`src/rtl/sync_pkg.sv`:
```
// Shared definitions for the timer / sample FIFO / synchronizer slice.
// Provides the sample width, the sample type and the default FIFO depth.
package sync_pkg;

  localparam int unsigned DW            = 16;
  localparam int unsigned DEPTH_DEFAULT = 8;

  typedef logic [DW-1:0] sample_t;

endpackage

```
`src/rtl/sample_fifo_if.sv`:
```
// Sample FIFO data-path interface.
// Write side : wr_valid, wr_data (driven by the timer: t_valid, t_out)
// Read side  : rd_valid, rd_data (show-ahead head), rd_ready (consumer accept)
// master = timer/consumer environment, slave = the FIFO.
interface sample_fifo_if
  import sync_pkg::*;
#(
  parameter int unsigned DW = sync_pkg::DW
);

  logic          wr_valid;
  logic [DW-1:0] wr_data;
  logic          rd_valid;
  logic [DW-1:0] rd_data;
  logic          rd_ready;

  modport master (
    output wr_valid,
    output wr_data,
    output rd_ready,
    input  rd_valid,
    input  rd_data
  );

  modport slave (
    input  wr_valid,
    input  wr_data,
    input  rd_ready,
    output rd_valid,
    output rd_data
  );

endinterface

```
`src/rtl/fifo_mem.sv`:
```
// DEPTH x DW register array with one synchronous write port and one
// asynchronous (combinational) read port. Contents are not reset.
// Ports: clk, we, waddr, wdata (write side); raddr, rdata (read side).
module fifo_mem
  import sync_pkg::*;
#(
  parameter int unsigned DW    = sync_pkg::DW,
  parameter int unsigned DEPTH = DEPTH_DEFAULT
) (
  input  logic                     clk,
  input  logic                     we,
  input  logic [$clog2(DEPTH)-1:0] waddr,
  input  logic [DW-1:0]            wdata,
  input  logic [$clog2(DEPTH)-1:0] raddr,
  output logic [DW-1:0]            rdata
);

  logic [DW-1:0] mem [DEPTH];

  always_ff @(posedge clk) begin
    if (we) begin
      mem[waddr] <= wdata;
    end
  end

  assign rdata = mem[raddr];

endmodule

```
`src/rtl/sample_fifo.sv`:
```
// Capture FIFO directly downstream of the 16-bit timer.
// Stores each (wr_valid, wr_data) sample, presents the head show-ahead on
// rd_data with a valid/ready handshake, and throttles the timer through t_en
// (run gated by almost-full) so the timer never overruns the FIFO.
// Ports: clk, rst (async, active-high), run, clr_ovf, t_en,
//        bus (slave: wr_valid/wr_data in, rd_valid/rd_data out, rd_ready in),
//        count (0..DEPTH), full, empty, overflow (sticky dropped-write flag).
module sample_fifo
  import sync_pkg::*;
#(
  parameter int unsigned DW     = sync_pkg::DW,
  parameter int unsigned DEPTH  = DEPTH_DEFAULT,
  parameter int unsigned AF_GAP = 2
) (
  input  logic                   clk,
  input  logic                   rst,
  input  logic                   run,
  input  logic                   clr_ovf,
  output logic                   t_en,
  sample_fifo_if.slave           bus,
  output logic [$clog2(DEPTH):0] count,
  output logic                   full,
  output logic                   empty,
  output logic                   overflow
);

  localparam int unsigned AW = $clog2(DEPTH);
  localparam int unsigned CW = AW + 1;

  logic [AW-1:0] wptr;
  logic [AW-1:0] rptr;
  logic [CW-1:0] cnt_q;
  logic          ovf_q;
  logic          push;
  logic          pop;
  logic          afull;

  // Occupancy flags come straight from the registered count, which is one
  // bit wider than the pointers so that full and empty stay distinct.
  assign full  = (cnt_q == CW'(DEPTH));
  assign empty = (cnt_q == '0);
  assign afull = (cnt_q >= CW'(DEPTH - AF_GAP));

  // No fall-through: a write into an empty FIFO is not visible to pop
  // until the following cycle. A write while full is dropped even when a
  // pop happens on the same edge.
  assign push = bus.wr_valid & ~full;
  assign pop  = ~empty & bus.rd_ready;

  always_ff @(posedge clk or posedge rst) begin
    if (rst) begin
      wptr  <= '0;
      rptr  <= '0;
      cnt_q <= '0;
      ovf_q <= 1'b0;
    end else begin
      if (push) begin
        wptr <= wptr + AW'(1);
      end
      if (pop) begin
        rptr <= rptr + AW'(1);
      end
      if (push && !pop) begin
        cnt_q <= cnt_q + CW'(1);
      end else if (pop && !push) begin
        cnt_q <= cnt_q - CW'(1);
      end
      // A drop in the same cycle as a clear keeps the flag set.
      if (bus.wr_valid && full) begin
        ovf_q <= 1'b1;
      end else if (clr_ovf) begin
        ovf_q <= 1'b0;
      end
    end
  end

  fifo_mem #(
    .DW    (DW),
    .DEPTH (DEPTH)
  ) u_mem (
    .clk   (clk),
    .we    (push),
    .waddr (wptr),
    .wdata (bus.wr_data),
    .raddr (rptr),
    .rdata (bus.rd_data)
  );

  assign bus.rd_valid = ~empty;
  assign count        = cnt_q;
  assign overflow     = ovf_q;
  assign t_en         = run & ~afull;

endmodule
```
`src/flat_wrapper.sv`:
```
// flat-port wrapper written by rule: the top's interface ports become plain ports
module sample_fifo_flat import sync_pkg::*;
#(
  parameter int unsigned DW     = sync_pkg::DW,
  parameter int unsigned DEPTH  = DEPTH_DEFAULT,
  parameter int unsigned AF_GAP = 2
)
  (clk, rst, run, clr_ovf, t_en, count, full, empty, overflow, bus_wr_valid, bus_wr_data, bus_rd_ready, bus_rd_valid, bus_rd_data);
  sample_fifo_if #(.DW(DW)) bus_i ();
  input  logic clk;
  input  logic rst;
  input  logic run;
  input  logic clr_ovf;
  output logic t_en;
  output logic [$clog2(DEPTH):0] count;
  output logic full;
  output logic empty;
  output logic overflow;
  input wire logic [$bits(bus_i.wr_valid)-1:0] bus_wr_valid;
  input wire logic [$bits(bus_i.wr_data)-1:0] bus_wr_data;
  input wire logic [$bits(bus_i.rd_ready)-1:0] bus_rd_ready;
  output wire logic [$bits(bus_i.rd_valid)-1:0] bus_rd_valid;
  output wire logic [$bits(bus_i.rd_data)-1:0] bus_rd_data;
  assign bus_i.wr_valid = bus_wr_valid;
  assign bus_i.wr_data = bus_wr_data;
  assign bus_i.rd_ready = bus_rd_ready;
  assign bus_rd_valid = bus_i.rd_valid;
  assign bus_rd_data = bus_i.rd_data;
  sample_fifo #(.DW(DW), .DEPTH(DEPTH), .AF_GAP(AF_GAP)) u_core (.clk(clk), .rst(rst), .run(run), .clr_ovf(clr_ovf), .t_en(t_en), .bus(bus_i), .count(count), .full(full), .empty(empty), .overflow(overflow));
endmodule
```
`config.mk`:
```
export PLATFORM = sky130hd
export DESIGN_NAME = sample_fifo_flat
export DESIGN_NICKNAME = d
export VERILOG_FILES = /design/src/rtl/sync_pkg.sv /design/src/rtl/sample_fifo_if.sv /design/src/rtl/fifo_mem.sv /design/src/rtl/sample_fifo.sv /design/src/flat_wrapper.sv
export SDC_FILE = /design/constraint.sdc
export NUM_CORES = 1
export LEC_CHECK = 0
export CORE_MARGIN = 2
export CORE_UTILIZATION = 64
export CTS_BUF_LIST = sky130_fd_sc_hd__clkbuf_2
export DETAILED_ROUTE_END_ITERATION = 8
export PLACE_DENSITY = 0.9
export SETUP_SLACK_MARGIN = 0.5
export SLEW_MARGIN = 15
export SYNTH_ARGS = -nofsm -noshare
export SYNTH_HDL_FRONTEND = slang
export SYNTH_SLANG_ARGS = --single-unit
```
`constraint.sdc`:
```
create_clock -name clk -period 5.9 [get_ports clk]
set_input_delay 0.885 -clock clk [delete_from_list [all_inputs] [get_ports clk]]
set_output_delay 0.885 -clock clk [all_outputs]
set_load 0.05 [all_outputs]
```
After elaboration in Yosys (flattened, before gate mapping):

Memories as Yosys holds them, arrays and structs flattened.
Cells that the tools add are included.

* flip-flop bits (word level): 11
* memory bits (writable): 128
* input bits: 22
* output and inout port bits: 25
* word-level logic and storage cells: 31
* memories: 1

* add/sub/neg operators: 4
* order comparisons: 1
* eq/ne operators: 1
* mux-type cells: 6
* bitwise operators: 6
* reduce and logical (&&, ||, !) cells: 8

Memory list
* u_core.u_mem.mem: words 8, bits a word 16, read ports 1, clocked after Yosys merged registers in 0, write ports 1, line fifo_mem.sv:18 `logic [DW-1:0] mem [DEPTH];`

Operators by type and width (number)
* $mux W4: 2
* $add A3 B1 Y3 const B: 2
* $add A4 B1 Y4 const B: 1
* $eq A4 B4 Y1 const B: 1
* $ge A4 B3 Y1 const B: 1
* $logic_not A4 Y1: 1
* $mux W1: 4
* $reduce_bool A2 Y1: 2
* $sub A4 B1 Y4 const B: 1
* $and A1 B1 Y1: 3
* $logic_and A1 B1 Y1: 3
* $not A1 Y1: 3
* $logic_not A1 Y1: 2

Longest topological paths before layout:

Gate-level depths: netlist of the first run.

* depth after elaboration: 7
* gate-level depth with buffers: 9
* depth with buffers taken out: 9

Modules after synthesis:

Synthesis of the first run repeated with hierarchy kept, for this count alone.

* cell total of the unflattened synthesis: 255
* area total of the unflattened synthesis: 5616.6 sq um

By module, submodules not included
* fifo_mem: times used 1, cells each 198, area an instance 4973.5 sq um, sequential area each 3843.7 sq um
* sample_fifo: times used 1, cells each 57, area an instance 643.1 sq um, sequential area each 275.3 sq um

Worst setup path after synthesis of the first run:

OpenSTA, ideal clock, no wires.

* path type: reg2reg
* start point: register u_core.cnt_q[0] (netlist: u_core.count[0])
* end point: register u_core.cnt_q[3] (netlist: u_core.count[3])
* setup time: 137 ps
* arrival time: 2857 ps
* required time: 5763 ps
* setup slack: 2905 ps
* stages on the path, launching flop included: 9
* buffers on the path: 0
* clock period less this slack: 2995 ps
* cells stage by stage: dfrtp_1 -> or4_4 -> nand2_1 -> ha_1 -> inv_1 -> ha_1 -> or4_1 -> nand3_1 -> o221ai_1

* longest elaborated chain between the ends: 6
* elaborated cells between the ends (all ways): 15
* those cells by class: add/sub: 2; eq/ne: 1; mux: 2; bitwise: 4; reduce/logical: 6

Ends and longest elaborated chain
* from (decl): line sample_fifo.sv:32 `logic [CW-1:0] cnt_q;`
* from (signal assigned): line sample_fifo.sv:64 `cnt_q <= cnt_q + CW'(1);`
* from (signal assigned): line sample_fifo.sv:66 `cnt_q <= cnt_q - CW'(1);`
* $logic_not A4 Y1 (*): line sample_fifo.sv:41 `assign empty = (cnt_q == '0);`
* $not A1 Y1 (*)
* via bus_rd_valid: line flat_wrapper.sv:22 `output wire logic [$bits(bus_i.rd_valid)-1:0] bus_rd_valid;`
* $and A1 B1 Y1 (*): line sample_fifo.sv:48 `assign pop = ~empty & bus.rd_ready;`
* $logic_not A1 Y1: line sample_fifo.sv:63 `if (push && !pop) begin`
* $logic_and A1 B1 Y1: line sample_fifo.sv:63
* $mux W4 or $reduce_bool A2 Y1 (tied branches)

The timed path passes the listed nets; every way through them passes the cells marked *. The select of a mux whose other input is x is not followed.
A chain may end at the register's enable or synchronous reset.

Final worst setup path of the first run:

* start point: register u_core.rptr[0]
* end point: output bus_rd_data[5]

* longest elaborated chain between the ends: 1

Ends and longest elaborated chain
* from (decl): line sample_fifo.sv:31 `logic [AW-1:0] rptr;`
* from (signal assigned): line sample_fifo.sv:61 `rptr <= rptr + AW'(1);`
* $mem_v2 Z8 W16
* to (decl): line flat_wrapper.sv:23 `output wire logic [$bits(bus_i.rd_data)-1:0] bus_rd_data;`

No other way between the ends.

==> impl_results.md, run 1 <==
* VDD IR max at approximately 280 uV
* Cell Chain, Critical Path: buf_4 > mux4_1 > mux2_2 > clkdlybuf4s50_1
* Post-Syn Nets at 283
* Initial antenna violation count at 0
* RePlAce Congestion at between 0.7 and 0.8
* N_diodes at 0
* Area leader, netlist: edfxtp_1
* Crit path launch: u_core.rptr[0]
* Post-DP HPWL at just over 6000 um
* Crit-path slowest cell: dfrtp_1
* Std-Cell Rows at 34
* Slew @ Worst Pin at between 1000 and 1500 ps
* IO Port Bufs at 46
* Final Hold Slack at ~500 ps
* Die ar. at about 9500 sq um
* Vias in the first global route at ~2.7k
* Fmax at roughly 220 MHz
* Switching pwr at approximately 1.3 mW
* Delay-heaviest family, CP: buffers and inverters
* Origin of the critical flop-to-flop path: u_core.count[0]
* Buffer and inverter count on the worst path at 2
* Initial DRC Count at approximately 260
* Max Slew Vio Count at 0
* Synthesized flop and latch total at around 140
* Combinational Power Share at between 40% and 50%
* Slowest stage delay, CP at 960 ps
* Fill cells at 468
* Post-cts resize count at 0
* Synth Cell Area at 5600 sq um
* Largest net degree at the start of global routing at 19
* Startpoint Class: flop
* Final #Nets at between 300 and 400
* Post-synth top area share at 68.6%
* Hold Path Class: in2async
* GRT met1 Usage at 29.4%
* Top FF cell, synth: edfxtp_1
* Seq/Total Area, Yosys at 73.6%
* Share of cells above drive strength 1 at between 20% and 30%
* DP Cell Count at ~400
* RR Endpoint: u_core.count[3]
* Power, Total at roughly 3.4 mW
* 1st-pass router iterations at 4
* DP Area at about 6200 sq um
* Post-synth ARST share at 7.91%
* Core area at 8590 sq um
* Final min period at around 4500 ps
* Antenna-violating nets left at 0
* H-tree lvl count at 4
* Final Skew at between 10 and 15 ps
* GR Util met3 at between 5 and 6%
* Clock power frac at roughly 17%
* Die span in y at 97.5 um
* Internal Power at ~2.1 mW
* Post-CTS setup buffers at 0
* Clk Latency, worst-skew pair at 640 ps
* Status: finished, final reports clean
* Fin crit share at between 70 and 80%
* Reg2Reg Setup Slack at 3050 ps
* Setup TNS at 0 ps
* RSZ-0062 raised after global routing: false
* First-pass GRT wire length at about 15,000 um
* Root Driver: clkbuf_2
* Worst Setup EP: bus_rd_data[5]
* Worst reg-to-reg path cell count at 9
* Area of the multi-input gates at between 1000 and 1500 sq um
* CP endpoint kind: output pin
* Critical path arrival at between 3000 and 4000 ps
* Vias per cell at 6.11
* Max-slew headroom at 30.2%
* CTS clock-pin slew for the worst setup and hold paths at ~190 ps
* Finished Layout Cells at about 440
* Global route hottest layer: met2
* Synth Warn # at 0
* Seq pwr share at a little over two fifths
* Fin. Hold Viols at 0
* MaxCap Viol Count at 0
* Synthesized area per cell at 22.0 sq um
* CP max FO at 18
* Req. time, crit path at between 5000 and 6000 ps
* LEAKAGE at approximately 2.2 nW
* Routed WL at 9750 um
* Switching Share at between 30% and 40%
* Die X-Extent at around 98 um
* Clock buffer depth at 2
* Final non-filler cell area at 6460 sq um
* EDFF count, synth at approximately 130
* I/O pin count at 47
* Setup Crit Path Kind: reg2out
* Via Count at roughly 2.7k
* Initial Util at 65.2%
* Sequential cell area at approximately 4100 sq um
* Synth unique cells at 31
* Hold buffers post-CTS at 0
* Routed wire per std cell at ~22 um
* Largest cells by area after synthesis: edfxtp_1, mux4_1, dfrtp_1
* GR Overflow Total at 0
* Drc violations at 0
* Met2 Track Usage GR at 36.8%
* CTS tree: done
* TritonCTS Buffers at 17
* Area delta synth->final at 15.4%
* GRT Util Overall at between 20 and 25%
* WP depth at 4
* Cells after Synth at 255
* Number of failing setup endpoints in the final timing report at 0
* Pwr Density at between 500 and 600 nW/um^2
* Clock Sink Count at between 100 and 150
==> final cells by class <==
cell class	instances	area share, %
multi-input combinational	98	21.7
tap	108	2.09
sequential	139	63.8
timing repair buffer	54	8.06
clock buffer	17	1.32
clock inverter	14	2.65
inverter	7	0.407
==> registers in the layout, summed over array words and instances, names as in the netlist <==
register,count
u_core.overflow,1
u_core.wptr,3
u_core.u_mem.mem,128
u_core.count,4
u_core.rptr,3
==> logic make-up (layout without fill, tap and decap cells) <==
group	count (synthesis)	count (layout)	synth area share, %
muxes	52	52	18.5
adders and majority gates	6	6	1.47
buffers and inverters	18	92	1.81
xor gates and xnor gates	6	6	0.939
AOI/OAI and AO/OA	7	7	0.916
DFF	139	139	73.6
and+or+nand+nor	27	27	2.75
==> cells in the final DEF (no fill, tap or decap), drive strengths merged, types with 8 or more instances in the layout <==
cell / netlist / routed
buf: 8 / 8
clkbuf: 3 / 17
clkdlybuf4s50: 0 / 46
dfrtp: 11 / 11
edfxtp: 128 / 128
inv: 7 / 9
mux2: 19 / 19
mux4: 32 / 32
==> through the flow <==
| step | util (%) | worst slack, ps |
|---|---|---|
| 2_1_floorplan | - | 2910 |
| 3_3_place_gp | 72.2 | 2090 |
| 3_5_place_dp | 72.2 | 2020 |
| 4_1_cts | 75.2 | 1250 |
| 5_1_grt | 75.2 | 1160 |
| 6_report | 75.2 | 1350 |
==> power by group through the flow <==
stage                     sequential (mW)  combinational (mW)  clock (mW)
after floorplan                      1.38                1.05           0
after global placement               1.42                1.37           0
after detailed placement             1.43                1.42           0
after CTS                            1.41                1.42       0.580
after global routing                 1.43                1.48       0.618
final                                1.41                1.41       0.566
==> metal layers <==
layer / routed length [um] / vias up
met1: 3730 / 1342
met5: 0 / -
li1: - / 1195
met4: 80 / 0
met3: 695 / 10
met2: 5250 / 123
==> cell usage after synthesis, types with 2 or more instances <==
library cell,count
buf_2,3
buf_6,4
clkbuf_1,3
dfrtp_1,11
edfxtp_1,128
ha_1,5
inv_1,7
mux2_2,19
mux4_1,25
mux4_2,7
nand2_1,4
nand2b_1,2
nand3_1,4
nand3b_1,3
nor2_1,6
nor3_1,2
or3_1,3
xnor2_1,6
==> worst register-to-register path, stage by stage, from the launching register on <==
cell      delay [ps]
dfrtp_1          510
or4b_4           600
nand2_1          170
inv_1             60
ha_1             230
inv_1            140
ha_1             320
or4_1            520
nand3_1           90
o221ai_1         100
==> worst min-delay path by stage <==
stage                     from         endpoint  slack [ps]  depth (start not counted)
2_1_floorplan   u_core.wptr[0]   u_core.wptr[0]         480                          1
3_3_place_gp   u_core.overflow  u_core.overflow         500                          1
3_5_place_dp   u_core.overflow  u_core.overflow         500                          1
4_1_cts                    rst   u_core.wptr[1]         450                          2
5_1_grt                    rst   u_core.wptr[0]         450                          2
6_report                   rst  u_core.count[0]         500                          2
(Power assumes the default switching activity.)
==> inputs of run 2 (changes only) <==
- CORE_UTILIZATION: 64 -> 54
- PLACE_DENSITY: 0.9 -> 0.81
- clock period: 5.9 -> 3.72 ns (I/O delays scaled with it)
==> impl_results.md, run 2 (synthesized netlist as in run 1, its figures left out) <==
* Status: finished, final reports clean
* CTS tree: done
* Combinational Power Share at 43.0% (+1.3 points)
* Routed WL at 9320 um (-4.5%)
* Post-layout util at 63.3% (-12 points)
* Met3 wire len at 281 um (-60%)
* Crit-path slowest cell: clkdlybuf4s50_1
* Vias per cell at 5.69 (-6.9%)
* Via Count at 2,668 (-0.075%)
* Switching Share at 38.5% (+0.50 points)
* Top reg by flops: u_core.u_mem.mem
* Number of failing setup endpoints in the final timing report at 0 (unchanged)
* GRT Util Overall at 17.8% (-4.6 points)
* Internal Power at 3.21 mW (+53%)
* First-pass GRT wire length at 14,300 um (-5.9%)
* Max Slew Vio Count at 0 (unchanged)
* Area delta synth->final at 15.1%
* Die span in y at 106 um (+8.5%)
* Slew @ Worst Pin at 911 ps (-132 ps)
* Routed wire per std cell at 19.9 um (-11%)
* CP endpoint kind: output pin
* Cell Chain, Critical Path: or4_4 > clkdlybuf4s50_1
* Final min period at about 3000 ps
* Clk Latency, worst-skew pair at 630 ps (about the same)
* Most frequent cells in the layout: edfxtp_1, clkdlybuf4s50_1, buf_4
* MaxCap Viol Count at 0 (unchanged)
* Slowest stage delay, CP at 720 ps (-240 ps)
* Final Skew at 21.3 ps (+7.84 ps)
* Worst reg-to-reg path cell count at 9 (unchanged)
* Clock buffer depth at 2 (unchanged)
* Power, Total at 5.22 mW (+55%)
* Pwr Density at 810 nW/um^2 (+55%)
* Startpoint Class: flop
* Hold Path Class: in2async
* Core area at 10,200 sq um (+19%)
* Vias in the first global route at 2,703 (+0.26%)
* Fin crit share at 81.0%
* 1st-pass router iterations at 4 (unchanged)
* LEAKAGE at 2.26 nW (+1.7%)
* Share of cells above drive strength 1 at 26.7% (+5.8 points)
* Std-Cell Rows at 37 (+8.8%)
* Setup Crit Path Kind: reg2out
* Max-slew headroom at 39.3% (+9.0 points)
* RePlAce Congestion at 0.683 (-6.0%)
* Root Driver: clkbuf_2
* Hold buffers post-CTS at 0 (unchanged)
* GR Overflow Total at 0 (unchanged)
* Antenna-violating nets left at 0 (unchanged)
* Die ar. at 11,200 sq um (+18%)
* Initial DRC Count at 161 (-37%)
* Fin. Hold Viols at 0 (unchanged)
* Req. time, crit path at 3160 ps (-1860 ps)
* Top sig layer: met4
* H-tree lvl count at 4 (unchanged)
* CTS clock-pin slew for the worst setup and hold paths at 200 ps (about the same)
* Largest net degree at the start of global routing at 33 (+14)
* DRT met1 WL at 3990 um (+6.8%)
* Final #Nets at 348 (+0.87%)
* I/O pin count at 47 (unchanged)
* Initial antenna violation count at 0 (unchanged)
* WL met2 at 4960 um (-5.5%)
* Critical path arrival at 2460 ps (-1200 ps)
* TritonCTS Buffers at 17 (unchanged)
* DP Area at 6210 sq um (about the same)
* Commonest non-fill, non-tap cell in the layout: edfxtp_1
* Seq pwr share at 41.0% (-0.6 points)
* VDD IR max at 421 uV (+49%)
* Max reg flops at 128 (unchanged)
* Final non-filler cell area at 6440 sq um (-0.21%)
* CP max FO at 6 (-12)
* Setup TNS at 0 ps (unchanged)
* Die X-Extent at 106 um (+8.5%)
* RSZ-0062 raised after global routing: false
* Clock Sink Count at 139 (unchanged)
* Fmax at 332 MHz
* Post-DP HPWL at 5320 um (-13%)
* N_diodes at 0 (unchanged)
* IO Port Bufs at 46 (unchanged)
* Clock power frac at 16.0% (-0.7 points)
* Drc violations at 0 (unchanged)
* Fill cells at 706 (+51%)
* Initial Util at 55.0% (-10 points)
* Switching pwr at 2.01 mW (+57%)
[run 2: what timing repair did]
item / 4_1_cts / 5_1_grt
endpoints found under the setup margin: 2 / 0
setup buffers: 0 / 0
gates resized for setup: 2 / 0
[run 2: worst paths after layout]
| path | from | to | slack, ps |
|---|---|---|---|
| setup / recovery | u_core.count[0] | bus_rd_valid | 710 |
| hold / removal | rst | u_core.count[0] | 190 |
| setup reg to reg | u_core.count[0] | u_core.count[3] | 860 |
| hold reg to reg | u_core.wptr[0] | u_core.wptr[0] | 530 |
| max in group asynchronous | rst | u_core.count[3] | 3220 |
| min in group clk | clr_ovf | u_core.overflow | 510 |
[run 2: through the flow]
stage | hold slack, ps | cells | worst slack, ps
global placement | 494 | 437 | 944
CTS | 142 | 469 | 632
global route | 156 | 469 | 563
floorplan | 410 | 255 | 725
finish | 191 | 469 | 706
detailed placement | 497 | 437 | 815
[run 2: metal layers]
metal  up-vias  track usage, %
met4         0            5.64
met1      1393            23.2
met5         -               0
li1       1206               -
met3         7            4.14
met2        62            30.1
[run 2: critical path, delay by kind of cell, from the launching register on]
family / cells / cell delay [ps]
AND/OR/NAND/NOR: 1 / 590
buffers and inverters: 1 / 720
flip-flops: 1 / 510
[run 2: cell type report]
type                       instances  area, sq um  share of cell area [%]
clock buffer                      18         90.1                    1.40
clock inverter                    14          150                    2.33
inverter                           7         26.3                   0.408
multi-input combinational         98         1390                    21.5
sequential                       139         4120                    63.9
tap                              136          170                    2.64
timing repair buffer              57          500                    7.77
[run 2: power groups by stage]
stage	Clock (mW)	Combinational [mW]	Sequential (mW)
after floorplan	0	1.66	2.19
after detailed placement	0	2.27	2.18
after global routing	0.929	2.38	2.17
after global placement	0	2.24	2.16
final	0.835	2.25	2.14
after CTS	0.860	2.27	2.14
